## src/rtl/lsu_ctrl.sv

```systemverilog
// lsu_ctrl: single-outstanding load/store controller (IDLE/ADDR/MEM/RESP).
// Define LSU_TIMEOUT_EN to enable the MEM-state abort timer.
module lsu_ctrl #(
  parameter int TIMEOUT_CYCLES = 16
) (
  input  logic        clk,
  input  logic        rst_n,
  input  logic        req_valid,
  output logic        req_ready,
  input  logic        req_we,
  input  logic [15:0] req_base,
  input  logic [5:0]  req_off,
  input  logic [15:0] req_wdata,
  output logic        mem_req,
  output logic        mem_we,
  output logic [15:0] mem_addr,
  output logic [15:0] mem_wdata,
  input  logic        mem_ack,
  input  logic [15:0] mem_rdata,
  output logic        rsp_valid,
  output logic [15:0] rsp_rdata,
  output logic        rsp_err
);

  if (TIMEOUT_CYCLES < 1 || TIMEOUT_CYCLES > 255) begin : g_bad_cfg
    $error("lsu_ctrl: TIMEOUT_CYCLES must be 1..255");
  end

  typedef enum logic [1:0] {
    IDLE = 2'd0,
    ADDR = 2'd1,
    MEM  = 2'd2,
    RESP = 2'd3
  } state_t;

  state_t state;
  state_t state_nx;

  logic        we_q;
  logic [15:0] base_q;
  logic [5:0]  off_q;
  logic [15:0] wdata_q;
  logic [15:0] addr_q;
  logic [15:0] rdata_q;
  logic        accept;
  logic        tmo;
  logic        mem_done;

  assign accept   = req_valid && (state == IDLE);
  assign mem_done = (state == MEM) && (mem_ack || tmo);

`ifdef LSU_TIMEOUT_EN
  localparam logic [7:0] LIMIT = 8'(TIMEOUT_CYCLES);

  logic [7:0] cnt;
  logic       err_q;

  always_ff @(posedge clk or negedge rst_n) begin
    if (!rst_n) begin
      cnt <= '0;
    end else if (state == ADDR) begin
      cnt <= '0;
    end else if (state == MEM && !mem_ack) begin
      cnt <= cnt + 8'd1;
    end
  end

  // counter reaching the limit this cycle; an ack in the same cycle wins
  assign tmo = (state == MEM) && (cnt + 8'd1 == LIMIT);

  always_ff @(posedge clk or negedge rst_n) begin
    if (!rst_n) begin
      err_q <= 1'b0;
    end else if (mem_done) begin
      err_q <= !mem_ack;
    end
  end

  assign rsp_err = err_q;
`else
  assign tmo     = 1'b0;
  assign rsp_err = 1'b0;
`endif

  always_ff @(posedge clk or negedge rst_n) begin
    if (!rst_n) begin
      state <= IDLE;
    end else begin
      state <= state_nx;
    end
  end

  always_comb begin
    state_nx = state;
    unique case (state)
      IDLE:    if (req_valid) state_nx = ADDR;
      ADDR:    state_nx = MEM;
      MEM:     if (mem_done) state_nx = RESP;
      RESP:    state_nx = IDLE;
      default: state_nx = IDLE;
    endcase
  end

  always_comb begin
    req_ready = 1'b0;
    mem_req   = 1'b0;
    mem_we    = 1'b0;
    mem_wdata = '0;
    rsp_valid = 1'b0;
    unique case (1'b1)
      state == IDLE: req_ready = 1'b1;
      state == MEM: begin
        mem_req   = 1'b1;
        mem_we    = we_q;
        mem_wdata = wdata_q;
      end
      state == RESP: rsp_valid = 1'b1;
      default: ;
    endcase
  end

  always_ff @(posedge clk or negedge rst_n) begin
    if (!rst_n) begin
      we_q    <= 1'b0;
      base_q  <= '0;
      off_q   <= '0;
      wdata_q <= '0;
    end else if (accept) begin
      we_q    <= req_we;
      base_q  <= req_base;
      off_q   <= req_off;
      wdata_q <= req_wdata;
    end
  end

  // sign-extended offset, carry out of bit 15 dropped
  always_ff @(posedge clk or negedge rst_n) begin
    if (!rst_n) begin
      addr_q <= '0;
    end else if (state == ADDR) begin
      addr_q <= base_q + {{10{off_q[5]}}, off_q};
    end
  end

  always_ff @(posedge clk or negedge rst_n) begin
    if (!rst_n) begin
      rdata_q <= '0;
    end else if (mem_done) begin
      rdata_q <= (mem_ack && !we_q) ? mem_rdata : 16'h0000;
    end
  end

  assign mem_addr  = addr_q;
  assign rsp_rdata = rdata_q;

endmodule

```

## config.mk

```make
export PLATFORM = sky130hd
export DESIGN_NAME = lsu_ctrl
export DESIGN_NICKNAME = d
export VERILOG_FILES = /design/src/rtl/lsu_ctrl.sv
export SDC_FILE = /design/constraint.sdc
export NUM_CORES = 1
export LEC_CHECK = 0
export ABC_AREA = 1
export CORE_MARGIN = 2
export CORE_UTILIZATION = 42
export CTS_CLUSTER_DIAMETER = 200
export DETAILED_ROUTE_END_ITERATION = 8
export PLACE_DENSITY = 0.72
export SYNTH_ARGS = -nofsm -noshare
export SYNTH_HDL_FRONTEND = slang
export SYNTH_SLANG_ARGS = --single-unit
```

## constraint.sdc

```tcl
create_clock -name clk -period 1.9 [get_ports clk]
set_input_delay 0.38 -clock clk [delete_from_list [all_inputs] [get_ports clk]]
set_output_delay 0.38 -clock clk [all_outputs]
set_load 0.01 [all_outputs]
```

### After elaboration in Yosys (flattened, before gate mapping)

Cells that the tools add are included.

* output and inout bits: 53
* memory bits (writable): 0
* latch bits: 0
* register bits: 73
* bits in read-only memories: 0
* logic and storage cells: 28
* memories kept: 0

* reduce and logical (&&, ||, !) cells: 6
* bitwise gates (word level): 0
* magnitude comparators: 0
* muxes and demuxes: 9
* shift operators: 0
* add/sub/neg operators: 1
* divide/modulo/power cells: 0
* equal/unequal tests: 5
* multiply operators: 0

Operator list (number)
* 16-bit 2-to-1 mux: 2
* 16-bit adder: 1
* 2-bit case mux with 4 select lines: 1
* 2-bit equality test, second input constant: 2
* 1-bit 2-to-1 mux: 4
* 2-bit 2-to-1 mux: 2
* 2-bit inequality test, second input constant: 2
* 1-bit logical AND: 3
* 2-bit by 1-bit equality test with 1-bit output, second input constant: 1
* 2-bit zero test: 1
* 2-bit AND reduction: 1
* 1-bit zero test: 1

### Depth between registers and ports, before layout

Gate-level depths: netlist (run 1).

* depth after elaboration: 4
* mapped depth: 11
* gate-level depth less buffers: 11

### Worst setup path before layout (run 1)

Ideal clock, no wire load.

* path kind: reg2out
* from: register state[0]
* to: output mem_wdata[10]
* cell stages (with the launch flop): 7
* slack: 214 ps
* buffers on the path: 2
* arrival time: 1306 ps
* cells stage by stage: dfrtp_1 inv_1 ha_1 buf_2 buf_1 nand2_1 inv_1

* longest elaborated chain between the ends: 2

Ends and longest elaborated chain
* start: declaration: line 36 `state_t state;`
* start signal: assignment: line 89 `state <= state_nx;`
* 2-bit equality test: line 112 `state == MEM: begin`
* 16-bit 2-to-1 mux: line 110 `unique case (1'b1)`
* end: declaration: line 17 `output logic [15:0] mem_wdata,`

Every way passes these cells.

### Worst setup path in the final report (run 1)

* from: register state[1]
* to: output mem_wdata[1]

Same word-level chain as after synthesis.

==> metrics.log, run 1 <==
INFO  metric synthToLayoutAreaGrowth = 40.9%
INFO  metric detail_route.drc_violations = 0
INFO  metric async_flop_share = 100%
INFO  metric drive_above_1_share = 17.3%
INFO  metric pwr_density_cell = 1850 mW/mm²
INFO  metric globalRouteOverflowTotal = 0
INFO  metric final_area = 0.00544 mm²
INFO  metric core_area = 0.00881 mm²
INFO  metric post-route-min-period = 1830 ps
INFO  metric timing.setup.critical_path_class = flop to output pin
INFO  metric number_of_iterations_in_the_first_detailed_routing_pass = 6
INFO  metric ios = 112
INFO  metric ys.flop_type = dfrtp_1
INFO  metric maximum_number_of_pins_on_one_net_before_global_route_repair = 40
INFO  metric drt_wl_total = 8.48 mm
INFO  metric syn-num-nets = 520
INFO  metric slew_headroom = 66.3%
INFO  metric report.final.slew_viol_count = 0
INFO  metric timing.fmax = 545 MHz
INFO  metric clk_path_buf_depth = 2
INFO  metric finalCritPeriodShare = 96.5%
INFO  metric cts_hold_buffers = 0
INFO  metric most-common-layout-cells = nand2_1, clkdlybuf4s50_1, dfrtp_1
INFO  metric grt_antenna_before_repair = 0
INFO  metric gp_weighted_congestion = 0.859
INFO  metric grt.total_usage = 18.3%
INFO  metric totalPowerFinal = 10.0 mW
INFO  metric cp-start-kind = flop
INFO  metric critPathMaxFanout = 7
INFO  metric die_width = 99.9 µm
INFO  metric ctsRootBufferMaster = clkbuf_8
INFO  metric worst_clock_skew = 8.89 ps
INFO  metric instances_no_fill = 675
INFO  metric crit-reg2reg-capture = mem_addr[15]$_DFFE_PN0N_
INFO  metric setup_slack = 66.4 ps
INFO  metric ir_worst_vdd = 0.800 mV
INFO  metric worst_ep_required_time = 1520 ps
INFO  metric insertion_delay = 350 ps
INFO  metric detailed_place.area = 0.00512 mm²
INFO  metric hold_viol = 0
INFO  metric synthesis.yosys.warnings = 0
INFO  metric run_status = complete, no violations
INFO  metric reg2reg_setup_slack = 140 ps
INFO  metric setup-tns-final = 0 ps
INFO  metric worst_setup_path_end_kind = output pin
INFO  metric htreeDepth = 3
INFO  metric ys_seq_area_share = 47.3%
INFO  metric netlist.area_leader.share = 47.3%
INFO  metric num_rows = 34
INFO  metric syn-mean-instance-area = 8.75 µm²
INFO  metric clkTransAtPathRegs = 70 ps
INFO  metric n_fill_cell = 762
INFO  metric placedCellCount = 655
INFO  metric synth_edf_count = 0
INFO  metric detail_route.iter0.violations = 88
INFO  metric numPortBuffers = 110
INFO  metric drtAntennaViolNets = 0
INFO  metric yosys.cell_types.count = 35
INFO  metric cts_sinks = 73
INFO  metric die_height = 99.9 µm
INFO  metric cts-buffers-inserted = 9
INFO  metric tritoncts = done
INFO  metric finalNetCount = 642
INFO  metric hold_path.class = input pin to async pin
INFO  metric reg2reg_depth = 10
INFO  metric placed_wire_length_estimate_after_detailed_placement = 6.43 mm
INFO  metric post_synth_instance_area = 0.00386 mm²
INFO  metric most_common_cell_after_layout_fill_and_taps_aside = nand2_1
INFO  metric tightest_pin_transition = 506 ps
INFO  metric avgRoutedWirePerCell = 12.6 µm
INFO  metric die_area = 0.00997 mm²
INFO  metric first_global_vias = 3226
INFO  metric worstReg2RegStart = off_q[5]$_DFFE_PN0P_
INFO  metric antenna-diode-count = 0
INFO  metric worstPathArrival = 1450 ps
INFO  metric routed_via_density = 4.75
INFO  metric max-cap-violations = 0
INFO  metric ys_ff_latch = 73
INFO  metric post-place-ws = 22.8 ps
INFO  metric post_synth_main_area_contributors = dfrtp_1, nand2_1, mux2_2
INFO  metric finalSetupViolCount = 0
INFO  metric postSynthCellCount = 441
INFO  metric initial_utilization = 43.8%
INFO  metric vias_after_detailed_routing = 3205
INFO  metric cellLeakagePower = 2.71 nW
INFO  metric grt_pass1_wl = 14.5 mm
INFO  metric yosys.area.top_type = dfrtp_1
-- synth_stat cells (all sizes together), types with 3 or more instances --
cell type    n
o21ai       20
mux2        38
nand2      158
ha          19
xnor2        4
dfrtp       73
clkinv       3
nand3       18
buf         11
nor2        13
nor3         3
a21oi        9
or2          4
inv         56
-- report_power, final --
group	switching [mW]	leakage [nW]	internal, mW
Clock	0.571	0.109	0.727
Sequential	0.459	0.895	2.34
Combinational	3.05	1.71	2.89
-- sequential cells by signal (all words and copies together) (netlist names) --
name / flops
base_q: 16
mem_addr: 16
rsp_rdata: 16
wdata_q: 16
off_q: 6
state: 2
we_q: 1
-- metrics by stage --
step,hold WS (ps),util (%)
finish,4.76,61.8
global route,29.0,61.8
CTS,4.72,60.3
detailed placement,387,58.1
global placement,380,58.1
floorplan,84.4,-
-- layout make-up --
class,count,area (µm²),share of cell area [%]
Clock buffer,9,124,2.28
Clock inverter,6,83.8,1.54
Inverter,59,221,4.07
Multi-Input combinational cell,296,1820,33.4
Sequential cell,73,1830,33.6
Tap cell,108,135,2.48
Timing Repair Buffer,124,1230,22.6
-- layer usage --
| layer | vias up | global-route usage, % | wire (µm) |
|---|---|---|---|
| met5 | - | 0 | 0 |
| met4 | 0 | 6.64 | 107 |
| met3 | 11 | 6.62 | 705 |
| met2 | 99 | 31.4 | 4160 |
| met1 | 1470 | 21.0 | 3510 |
| li1 | 1625 | - | - |
-- worst max-delay path: stages, from the launching register on --
cell	delay, ps
dfrtp_1	420
ha_4	190
buf_6	130
nand2_1	60
inv_1	30
dlygate4sd2_1	270
-- worst max-delay path by stage --
| stage | from | slack [ps] | endpoint |
|---|---|---|---|
| 2_1_floorplan | state[0]$_DFFE_PN0P_ | 210 | mem_wdata[10] |
| 3_3_place_gp | off_q[5]$_DFFE_PN0P_ | 90 | mem_addr[15]$_DFFE_PN0N_ |
| 3_5_place_dp | state[0]$_DFFE_PN0P_ | 20 | mem_wdata[5] |
| 4_1_cts | state[0]$_DFFE_PN0P_ | -30 | mem_wdata[1] |
| 5_1_grt | state[0]$_DFFE_PN0P_ | -20 | mem_wdata[12] |
| 6_report | state[1]$_DFFE_PN0P_ | 70 | mem_wdata[1] |
-- cells by family after synthesis --
logic type,share of synthesized area (%)
buffers and inverters,7.55
adder cells (fa/ha/maj),6.68
other,0.0972
multiplexers,11.1
AND/OR/NAND/NOR,21.9
AO/OA/AOI/OAI,4.21
flip-flops,47.3
XOR/XNOR,1.13
-- timing repair --
action | in CTS | in global routing
gates cloned | 0 | 0
buffers inserted | 0 | 5
gates resized for setup | 27 | 23
pin swaps | 0 | 2
setup endpoints to repair | 20 | 25
Power figures use the tool's default switching activity.
==> run 2, diff against run 1 <==
--- a/config.mk
+++ b/config.mk
@@ -10,6 +10,7 @@
 export CORE_UTILIZATION = 42
 export CTS_CLUSTER_DIAMETER = 200
 export DETAILED_ROUTE_END_ITERATION = 8
+export MAX_ROUTING_LAYER = met4
 export PLACE_DENSITY = 0.72
 export SYNTH_ARGS = -nofsm -noshare
 export SYNTH_HDL_FRONTEND = slang
==> metrics.log, run 2 (synthesized netlist as in run 1, its figures left out) <==
INFO  metric run_status = complete, no violations
INFO  metric ir_worst_vdd = 0.882 mV
INFO  metric insertion_delay = 350 ps
INFO  metric worst_ep_required_time = 1520 ps
INFO  metric tritoncts = done
INFO  metric ios = 112
INFO  metric max-cap-violations = 0
INFO  metric cellLeakagePower = 2.71 nW
INFO  metric die_area = 0.00997 mm²
INFO  metric drtAntennaViolNets = 0
INFO  metric maximum_number_of_pins_on_one_net_before_global_route_repair = 40
INFO  metric hold_path.startpoint = mem_addr[1]$_DFFE_PN0N_
INFO  metric detail_route.iter0.violations = 77
INFO  metric drive_above_1_share = 18.5%
INFO  metric grt_pass1_wl = 14.4 mm
INFO  metric die_height = 99.9 µm
INFO  metric whs_endpoint = mem_addr[1]$_DFFE_PN0N_
INFO  metric final_area = 0.00548 mm²
INFO  metric core_area = 0.00881 mm²
INFO  metric crit-reg2reg-capture = mem_addr[13]$_DFFE_PN0N_
INFO  metric clk_path_buf_depth = 2
INFO  metric finalCritPeriodShare = 95.5%
INFO  metric worst_setup_path_end_kind = output pin
INFO  metric pwr_density_cell = 1890 mW/mm²
INFO  metric post-place-ws = 50.1 ps
INFO  metric placedCellCount = 655
INFO  metric placed_wire_length_estimate_after_detailed_placement = 6.50 mm
INFO  metric setup_slack = 86.3 ps
INFO  metric grt.total_usage = 18.7%
INFO  metric avgRoutedWirePerCell = 12.7 µm
INFO  metric cp-start-kind = flop
INFO  metric timing.hold.worst_path_depth = 2
INFO  metric hold_path.class = flop to flop
INFO  metric cts_sinks = 73
INFO  metric die_width = 99.9 µm
INFO  metric wl_met1 = 3.56 mm
INFO  metric number_of_iterations_in_the_first_detailed_routing_pass = 4
INFO  metric report.final.slew_viol_count = 0
INFO  metric num_rows = 34
INFO  metric post-route-min-period = 1810 ps
INFO  metric first_global_vias = 3289
INFO  metric ctsRootBufferMaster = clkbuf_8
INFO  metric grt_antenna_before_repair = 0
INFO  metric reg2reg_setup_slack = 100 ps
INFO  metric gp_weighted_congestion = 0.871
INFO  metric most_common_cell_after_layout_fill_and_taps_aside = nand2_1
INFO  metric finalSetupViolCount = 0
INFO  metric detailed_place.area = 0.00512 mm²
INFO  metric worst_clock_skew = 8.33 ps
INFO  metric totalPowerFinal = 10.4 mW
INFO  metric worstPathArrival = 1430 ps
INFO  metric initial_utilization = 43.8%
INFO  metric most-common-layout-cells = nand2_1, clkdlybuf4s50_1, dfrtp_1
INFO  metric dr_wl_met2 = 4.27 mm
INFO  metric fin_util = 62.2%
INFO  metric reg2reg_depth = 10
INFO  metric routed_via_density = 4.72
INFO  metric setup-tns-final = 0 ps
INFO  metric hold_viol = 0
INFO  metric detail_route.drc_violations = 0
INFO  metric timing.fmax = 551 MHz
INFO  metric cts-buffers-inserted = 9
INFO  metric drt_wl_total = 8.60 mm
INFO  metric timing.setup.critical_path_class = flop to output pin
INFO  metric highest_routed_layer = met4
INFO  metric instances_no_fill = 675
INFO  metric vias_after_detailed_routing = 3183
INFO  metric numPortBuffers = 110
INFO  metric globalRouteOverflowTotal = 0
INFO  metric critPathMaxFanout = 4
INFO  metric antenna-diode-count = 0
INFO  metric worst_hold_slack = 470 ps
INFO  metric clkTransAtPathRegs = 80 ps
INFO  metric htreeDepth = 3
INFO  metric worstReg2RegStart = off_q[5]$_DFFE_PN0P_
INFO  metric finalNetCount = 641
INFO  metric synthToLayoutAreaGrowth = 42.0%
INFO  metric dr_wl_met3 = 625 µm
run 2: area by class of cell:
| class | instances | area (µm²) |
|---|---|---|
| fillers | 758 | 3330 |
| flip-flops and latches | 73 | 1830 |
| multi-input cells | 296 | 1830 |
| repair buffers | 123 | 1200 |
| inverters | 59 | 221 |
| clock inverters | 7 | 141 |
| well taps | 108 | 135 |
| clock buffers | 9 | 124 |
run 2: worst max-delay path by stage:
| stage | start | to | slack, ps | cells past startpoint |
|---|---|---|---|---|
| after floorplan | state[0]$_DFFE_PN0P_ | mem_wdata[10] | 210 | 6 |
| after global placement | off_q[5]$_DFFE_PN0P_ | mem_addr[15]$_DFFE_PN0N_ | 80 | 9 |
| after detailed placement | off_q[5]$_DFFE_PN0P_ | mem_addr[15]$_DFFE_PN0N_ | 50 | 9 |
| after CTS | state[0]$_DFFE_PN0P_ | mem_wdata[5] | 8 | 6 |
| after global routing | state[0]$_DFFE_PN0P_ | mem_wdata[14] | -10 | 6 |
| final | state[0]$_DFFE_PN0P_ | mem_wdata[2] | 90 | 6 |
run 2: report_power, final:
part / leakage [nW] / switching, mW / internal [mW]
Combinational: 1.68 / 3.06 / 2.87
Sequential: 0.895 / 0.478 / 2.34
Clock: 0.130 / 0.593 / 1.01
run 2: repair_timing:
item	CTS	global route
buffers inserted	0	3
setup endpoints to repair	20	26
hold buffers	1	0
gates cloned	0	0
resized for setup	29	35
hold endpoints to repair	17	0
run 2: worst max-delay path, cell delays in order, from the launching register on:
cell             delay [ps]
dfrtp_1                 400
inv_2                    80
ha_4                    160
buf_4                   130
nand2_1                  50
inv_1                    50
clkdlybuf4s15_1         230
run 2: metal layers:
| layer | global-route usage (%) | vias to the layer above |
|---|---|---|
| li1 | - | 1618 |
| met1 | 21.0 | 1463 |
| met2 | 31.5 | 90 |
| met3 | 5.57 | 12 |
| met4 | 7.48 | 0 |
| met5 | - | - |
==> run 3, diff against run 2 <==
--- a/config.mk
+++ b/config.mk
@@ -11,7 +11,7 @@
 export CTS_CLUSTER_DIAMETER = 200
 export DETAILED_ROUTE_END_ITERATION = 8
 export MAX_ROUTING_LAYER = met4
-export PLACE_DENSITY = 0.72
+export PLACE_DENSITY = 0.75
 export SYNTH_ARGS = -nofsm -noshare
 export SYNTH_HDL_FRONTEND = slang
 export SYNTH_SLANG_ARGS = --single-unit
==> constraint.sdc (replaced) <==
create_clock -name clk -period 1.6 [get_ports clk]
set_input_delay 0.32 -clock clk [delete_from_list [all_inputs] [get_ports clk]]
set_output_delay 0.32 -clock clk [all_outputs]
set_load 0.01 [all_outputs]
==> metrics.log, run 3 (synthesized netlist as in run 1, its figures left out) <==
INFO  metric worstPathArrival = 1430 ps
INFO  metric cts_sinks = 73
INFO  metric grt_pass1_wl = 17.1 mm
INFO  metric core_area = 0.00881 mm²
INFO  metric insertion_delay = 350 ps
INFO  metric die_width = 99.9 µm
INFO  metric gp_weighted_congestion = 0.867
INFO  metric htreeDepth = 3
INFO  metric finalCritPeriodShare = 109%
INFO  metric post-route-min-period = 1750 ps
INFO  metric maximum_number_of_pins_on_one_net_before_global_route_repair = 33
INFO  metric numPortBuffers = 110
INFO  metric most-common-layout-cells = nand2_1, dfrtp_1, clkdlybuf4s50_1
INFO  metric tritoncts = done
INFO  metric ir_worst_vdd = 0.946 mV
INFO  metric totalPowerFinal = 15.3 mW
INFO  metric grt_most_used_layer = met2
INFO  metric hold_viol = 0
INFO  metric critPathMaxStageDelay = 400 ps
INFO  metric worst_hold_slack = 426 ps
INFO  metric critPathMaxFanout = 8
INFO  metric run_status = complete, but fails checks
INFO  metric clk_path_buf_depth = 2
INFO  metric most_common_cell_after_layout_fill_and_taps_aside = nand2_1
INFO  metric rsz0062_at_grt = yes
INFO  metric worst_setup_path_end_kind = output pin
INFO  metric fin_util = 71.6%
INFO  metric clkTransAtPathRegs = 90 ps
INFO  metric antenna-diode-count = 0
INFO  metric die_height = 99.9 µm
INFO  metric grt_antenna_before_repair = 0
INFO  metric initial_utilization = 43.8%
INFO  metric ios = 112
INFO  metric post-place-ws = -186 ps
INFO  metric n_fill_cell = 618
INFO  metric num_rows = 34
INFO  metric finalNetCount = 669
INFO  metric max-cap-violations = 0
INFO  metric detail_route.drc_violations = 0
INFO  metric setup_slack = -149 ps
INFO  metric violations = setup timing
INFO  metric cts-buffers-inserted = 9
INFO  metric finalSetupViolCount = 67
INFO  metric ctsRootBufferMaster = clkbuf_8
INFO  metric first_global_vias = 3597
INFO  metric pwr_density_cell = 2420 mW/mm²
INFO  metric avgRoutedWirePerCell = 15.9 µm
INFO  metric cellLeakagePower = 3.28 nW
INFO  metric number_of_iterations_in_the_first_detailed_routing_pass = 4
INFO  metric worst_clock_skew = 12.9 ps
INFO  metric use_met3 = 3.76%
INFO  metric cpMaxStageDelayCell = dfrtp_1
INFO  metric drt_wl_total = 11.2 mm
INFO  metric hold_path.class = input pin to async pin
INFO  metric routed_via_density = 4.95
INFO  metric globalRouteOverflowTotal = 0
INFO  metric grt.total_usage = 22.3%
INFO  metric report.final.slew_viol_count = 0
INFO  metric met1_usage = 26.8%
INFO  metric timing.fmax = 572 MHz
INFO  metric worst_ep_required_time = 1280 ps
INFO  metric gr-usage-met2 = 38.8%
INFO  metric detail_route.iter0.violations = 115
INFO  metric die_area = 0.00997 mm²
INFO  metric drive_above_1_share = 39.7%
INFO  metric cp-start-kind = flop
INFO  metric placed_wire_length_estimate_after_detailed_placement = 6.85 mm
INFO  metric synthToLayoutAreaGrowth = 63.4%
INFO  metric timing.critical_path.cells = inv_2 > ha_4 > buf_12 > buf_8 > nand2_2 > inv_1 > buf_2
INFO  metric vias_after_detailed_routing = 3481
INFO  metric drtAntennaViolNets = 0
INFO  metric timing.setup.critical_path_class = flop to output pin
[run 3: repair_timing]
action / in CTS / in global routing
setup endpoints to repair: 74 / 87
hold buffers: 1 / 0
endpoints found under the hold margin: 26 / 0
gates resized for setup: 176 / 85
gates cloned: 3 / 3
buffers inserted: 8 / 2
pin swaps: 31 / 36
[run 3: power breakdown]
group / total [mW] / internal [mW] / switching (mW)
logic: 10.3 / 5.08 / 5.21
registers: 3.48 / 2.78 / 0.699
clock network: 1.52 / 0.776 / 0.742
total: 15.3 / 8.64 / 6.65
[run 3: final cells by class]
| class | count | area (µm²) | area share [%] |
|---|---|---|---|
| clock inverters | 5 | 62.6 | 0.992 |
| flip-flops and latches | 73 | 1830 | 29.0 |
| clock buffers | 11 | 141 | 2.24 |
| multi-input cells | 296 | 2280 | 36.1 |
| well taps | 108 | 135 | 2.14 |
| repair buffers | 151 | 1630 | 25.8 |
| inverters | 59 | 234 | 3.71 |
[run 3: worst max-delay path, delay by kind of cell (launching register included)]
kind                     cells  cell delay, ps
AND/OR/NAND/NOR              1              50
adder cells (fa/ha/maj)      1             160
flip-flops                   1             400
buffers and inverters        5             480
[run 3: path summary, 6_finish.rpt]
| check | slack [ps] | endpoint | startpoint | cells past startpoint |
|---|---|---|---|---|
| max | -150 | mem_wdata[11] | state[0]$_DFFE_PN0P_ | 7 |
| max in group asynchronous | 590 | state[1]$_DFFE_PN0P_ | rst_n | 3 |
| min reg2reg | 480 | mem_addr[1]$_DFFE_PN0N_ | mem_addr[1]$_DFFE_PN0N_ | 2 |
| min | 430 | mem_addr[3]$_DFFE_PN0N_ | rst_n | 2 |
| max reg2reg | -140 | mem_addr[15]$_DFFE_PN0N_ | off_q[5]$_DFFE_PN0P_ | 11 |
| min in group clk | 480 | mem_addr[1]$_DFFE_PN0N_ | mem_addr[1]$_DFFE_PN0N_ | 2 |
[run 3: metrics by stage]
stage               std cells  area, µm²  TNS, ps
floorplan                 441       3860    -12.3
global placement          671       5280    -3280
detailed placement        671       5280    -5230
CTS                       699       5940    -3200
global route              703       6310    -9840
finish                    703       6310    -5350
[run 3: layer usage]
metal | wire length, µm | part of all wire (%) | vias to the layer above
li1 | - | - | 1679
met5 | 0 | 0 | -
met4 | 273 | 2.4 | 0
met2 | 5810 | 52 | 117
met3 | 581 | 5.2 | 28
met1 | 4500 | 40 | 1657
==> variant (settings of run 1) <==
The option `LSU_TIMEOUT_EN` is turned on by a define.
--- a/src/rtl/lsu_ctrl.sv
+++ b/src/rtl/lsu_ctrl.sv
@@ -1,4 +1,6 @@
 // lsu_ctrl: single-outstanding load/store controller (IDLE/ADDR/MEM/RESP).
 // Define LSU_TIMEOUT_EN to enable the MEM-state abort timer.
+`define LSU_TIMEOUT_EN
+
 module lsu_ctrl #(
   parameter int TIMEOUT_CYCLES = 16
Formal check against the unedited RTL: same outputs for any inputs over 10 cycles, from zero or initial values and one cycle with rst_n low; that may be too few to reach the edited logic, so the function may still have changed.
==> variant against run 1 <==
Cell area is 11% higher; synthesized cell count is 6.6% higher; synthesized area is 11% higher; die area is 11% higher; total power is 12% higher; worst setup slack better by 0.0051 ns; first-iteration DRC count is 77% higher; sequential cell count is 9 higher; non-clock buffer count is 14 higher; wire length is 27% higher; largest power group unchanged.
==> variant: results (changes against run 1) <==
| Metric | Value |
|---|---|
| Worst min-delay path class | flip-flop to flip-flop |
| Mean post-synth cell area | 9.12 µm² (+4.1%) |
| CP Data Arrival Time | 2.13 ns (+0.68 ns) |
| Outcome | completed |
| Leakage power | 2.85 nW (+5.1%) |
| Maximum VDD drop | 0.764 mV (-4.5%) |
| Post-DR wirelength/cell | 14.4 µm (+15%) |
| Yosys cell types | 29 (-17%) |
| Layout cells sized above 1 | 23.4% (+6.1 points) |
| GPL Wtd Cong | 0.871 (+1.3%) |
| DP Area | 5690 µm² (+11%) |
| GRT Util Overall | 19.4% (+1.1 points) |
| Post-DP HPWL | 7770 µm (+21%) |
| Port Buffer Count | 111 (+0.91%) |
| First-pass GRT wire length | 17,200 µm (+18%) |
| M1 WL | 4800 µm (+37%) |
| Vias per cell | 4.99 (+5.1%) |
| Drt first pass iters | 4 (-2) |
| Non-filler cells, final | 745 (+10%) |
| Final Skew | 0.0111 ns (+0.00221 ns) |
| Grt met3 use | 4.37% (-2.2 points) |
| Top cells by count, synth | nand2_1, dfrtp_1, inv_1, mux2_2, nand3_1 |
| Fill cells | 844 (+11%) |
| Ranking of synthesized cells by area | dfrtp_1, nand2_1, mux2_2 |
| Layout net count | 688 (+7.2%) |
-- variant: cell types whose count changed after synthesis, moves of 5 or more --
| cell | before | now |
|---|---|---|
| a21oi_1 | 8 | 15 |
| buf_2 | 8 | 2 |
| clkbuf_1 | 2 | 8 |
| dfrtp_1 | 73 | 82 |
| inv_1 | 52 | 39 |
| nand2_1 | 152 | 146 |
| nand2_2 | 6 | 1 |
| nand3_1 | 16 | 28 |
| nor2_1 | 13 | 21 |
| o21ai_2 | 0 | 17 |
-- variant: what timing repair did --
item / CTS / global route
hold endpoints to repair: 30 / 0
pin swaps: 0 / 1
setup buffers: 2 / 2
hold buffers: 1 / 0
gates resized for setup: 46 / 46
gates cloned: 0 / 1
endpoints found under the setup margin: 39 / 43
-- variant: cell type report --
| class | count | area share [%] |
|---|---|---|
| Tap cell | 133 | 2.75 |
| Sequential cell | 82 | 33.9 |
| Clock buffer | 9 | 2.04 |
| Inverter | 40 | 2.48 |
| Clock inverter | 7 | 2.06 |
| Timing Repair Buffer | 138 | 21.0 |
| Multi-Input combinational cell | 336 | 35.8 |
-- variant: path summary, 6_finish.rpt --
check,from,to,slack [ns],depth (start not counted)
max reg2reg,off_q[5]$_DFFE_PN0P_,mem_addr[14]$_DFFE_PN0P_,0.07,8
max,off_q[5]$_DFFE_PN0P_,mem_addr[14]$_DFFE_PN0P_,0.07,8
max in group asynchronous,rst_n,off_q[5]$_DFFE_PN0P_,0.77,3
min in group asynchronous,rst_n,base_q[4]$_DFFE_PN0P_,0.50,2
min reg2reg,mem_addr[1]$_DFFE_PN0P_,mem_addr[1]$_DFFE_PN0P_,0.48,2
min,mem_addr[1]$_DFFE_PN0P_,mem_addr[1]$_DFFE_PN0P_,0.48,2
-- variant: kinds of logic (layout without fill, tap and decap cells) --
logic type	count (synthesis)	count (layout)	share of synthesized area [%]
fa+ha+maj	22	22	6.60
compound gates	61	61	8.85
xor+xnor	7	7	1.43
buf+inv	53	194	5.23
simple gates	206	207	19.7
flops	82	82	47.9
mux	39	39	10.3
-- variant: per-stage QoR --
stage	total power (W)	utilization, %	setup slack [ns]
finish	0.0112	61.7	0.0715
global route	0.0121	61.7	-0.0378
CTS	0.0109	61.1	-0.00456
detailed placement	0.00926	58.0	-0.0101
global placement	0.00916	58.0	0.0178
floorplan	0.00674	-	0.0126
-- variant: worst max-delay path, stage by stage (launching register included) --
cell	delay, ns
dfrtp_2	0.46
ha_1	0.36
a21oi_1	0.26
o21ai_0	0.14
a21oi_1	0.24
nand2_1	0.11
nand2_1	0.07
nand3_1	0.06
nand2_1	0.06
-- variant: report_power, final --
| part | total, W | switching (W) | internal (W) |
|---|---|---|---|
| clock | 0.00155 | 0.000666 | 0.000886 |
| sequential | 0.00312 | 0.000540 | 0.00258 |
| combinational | 0.00655 | 0.00337 | 0.00317 |
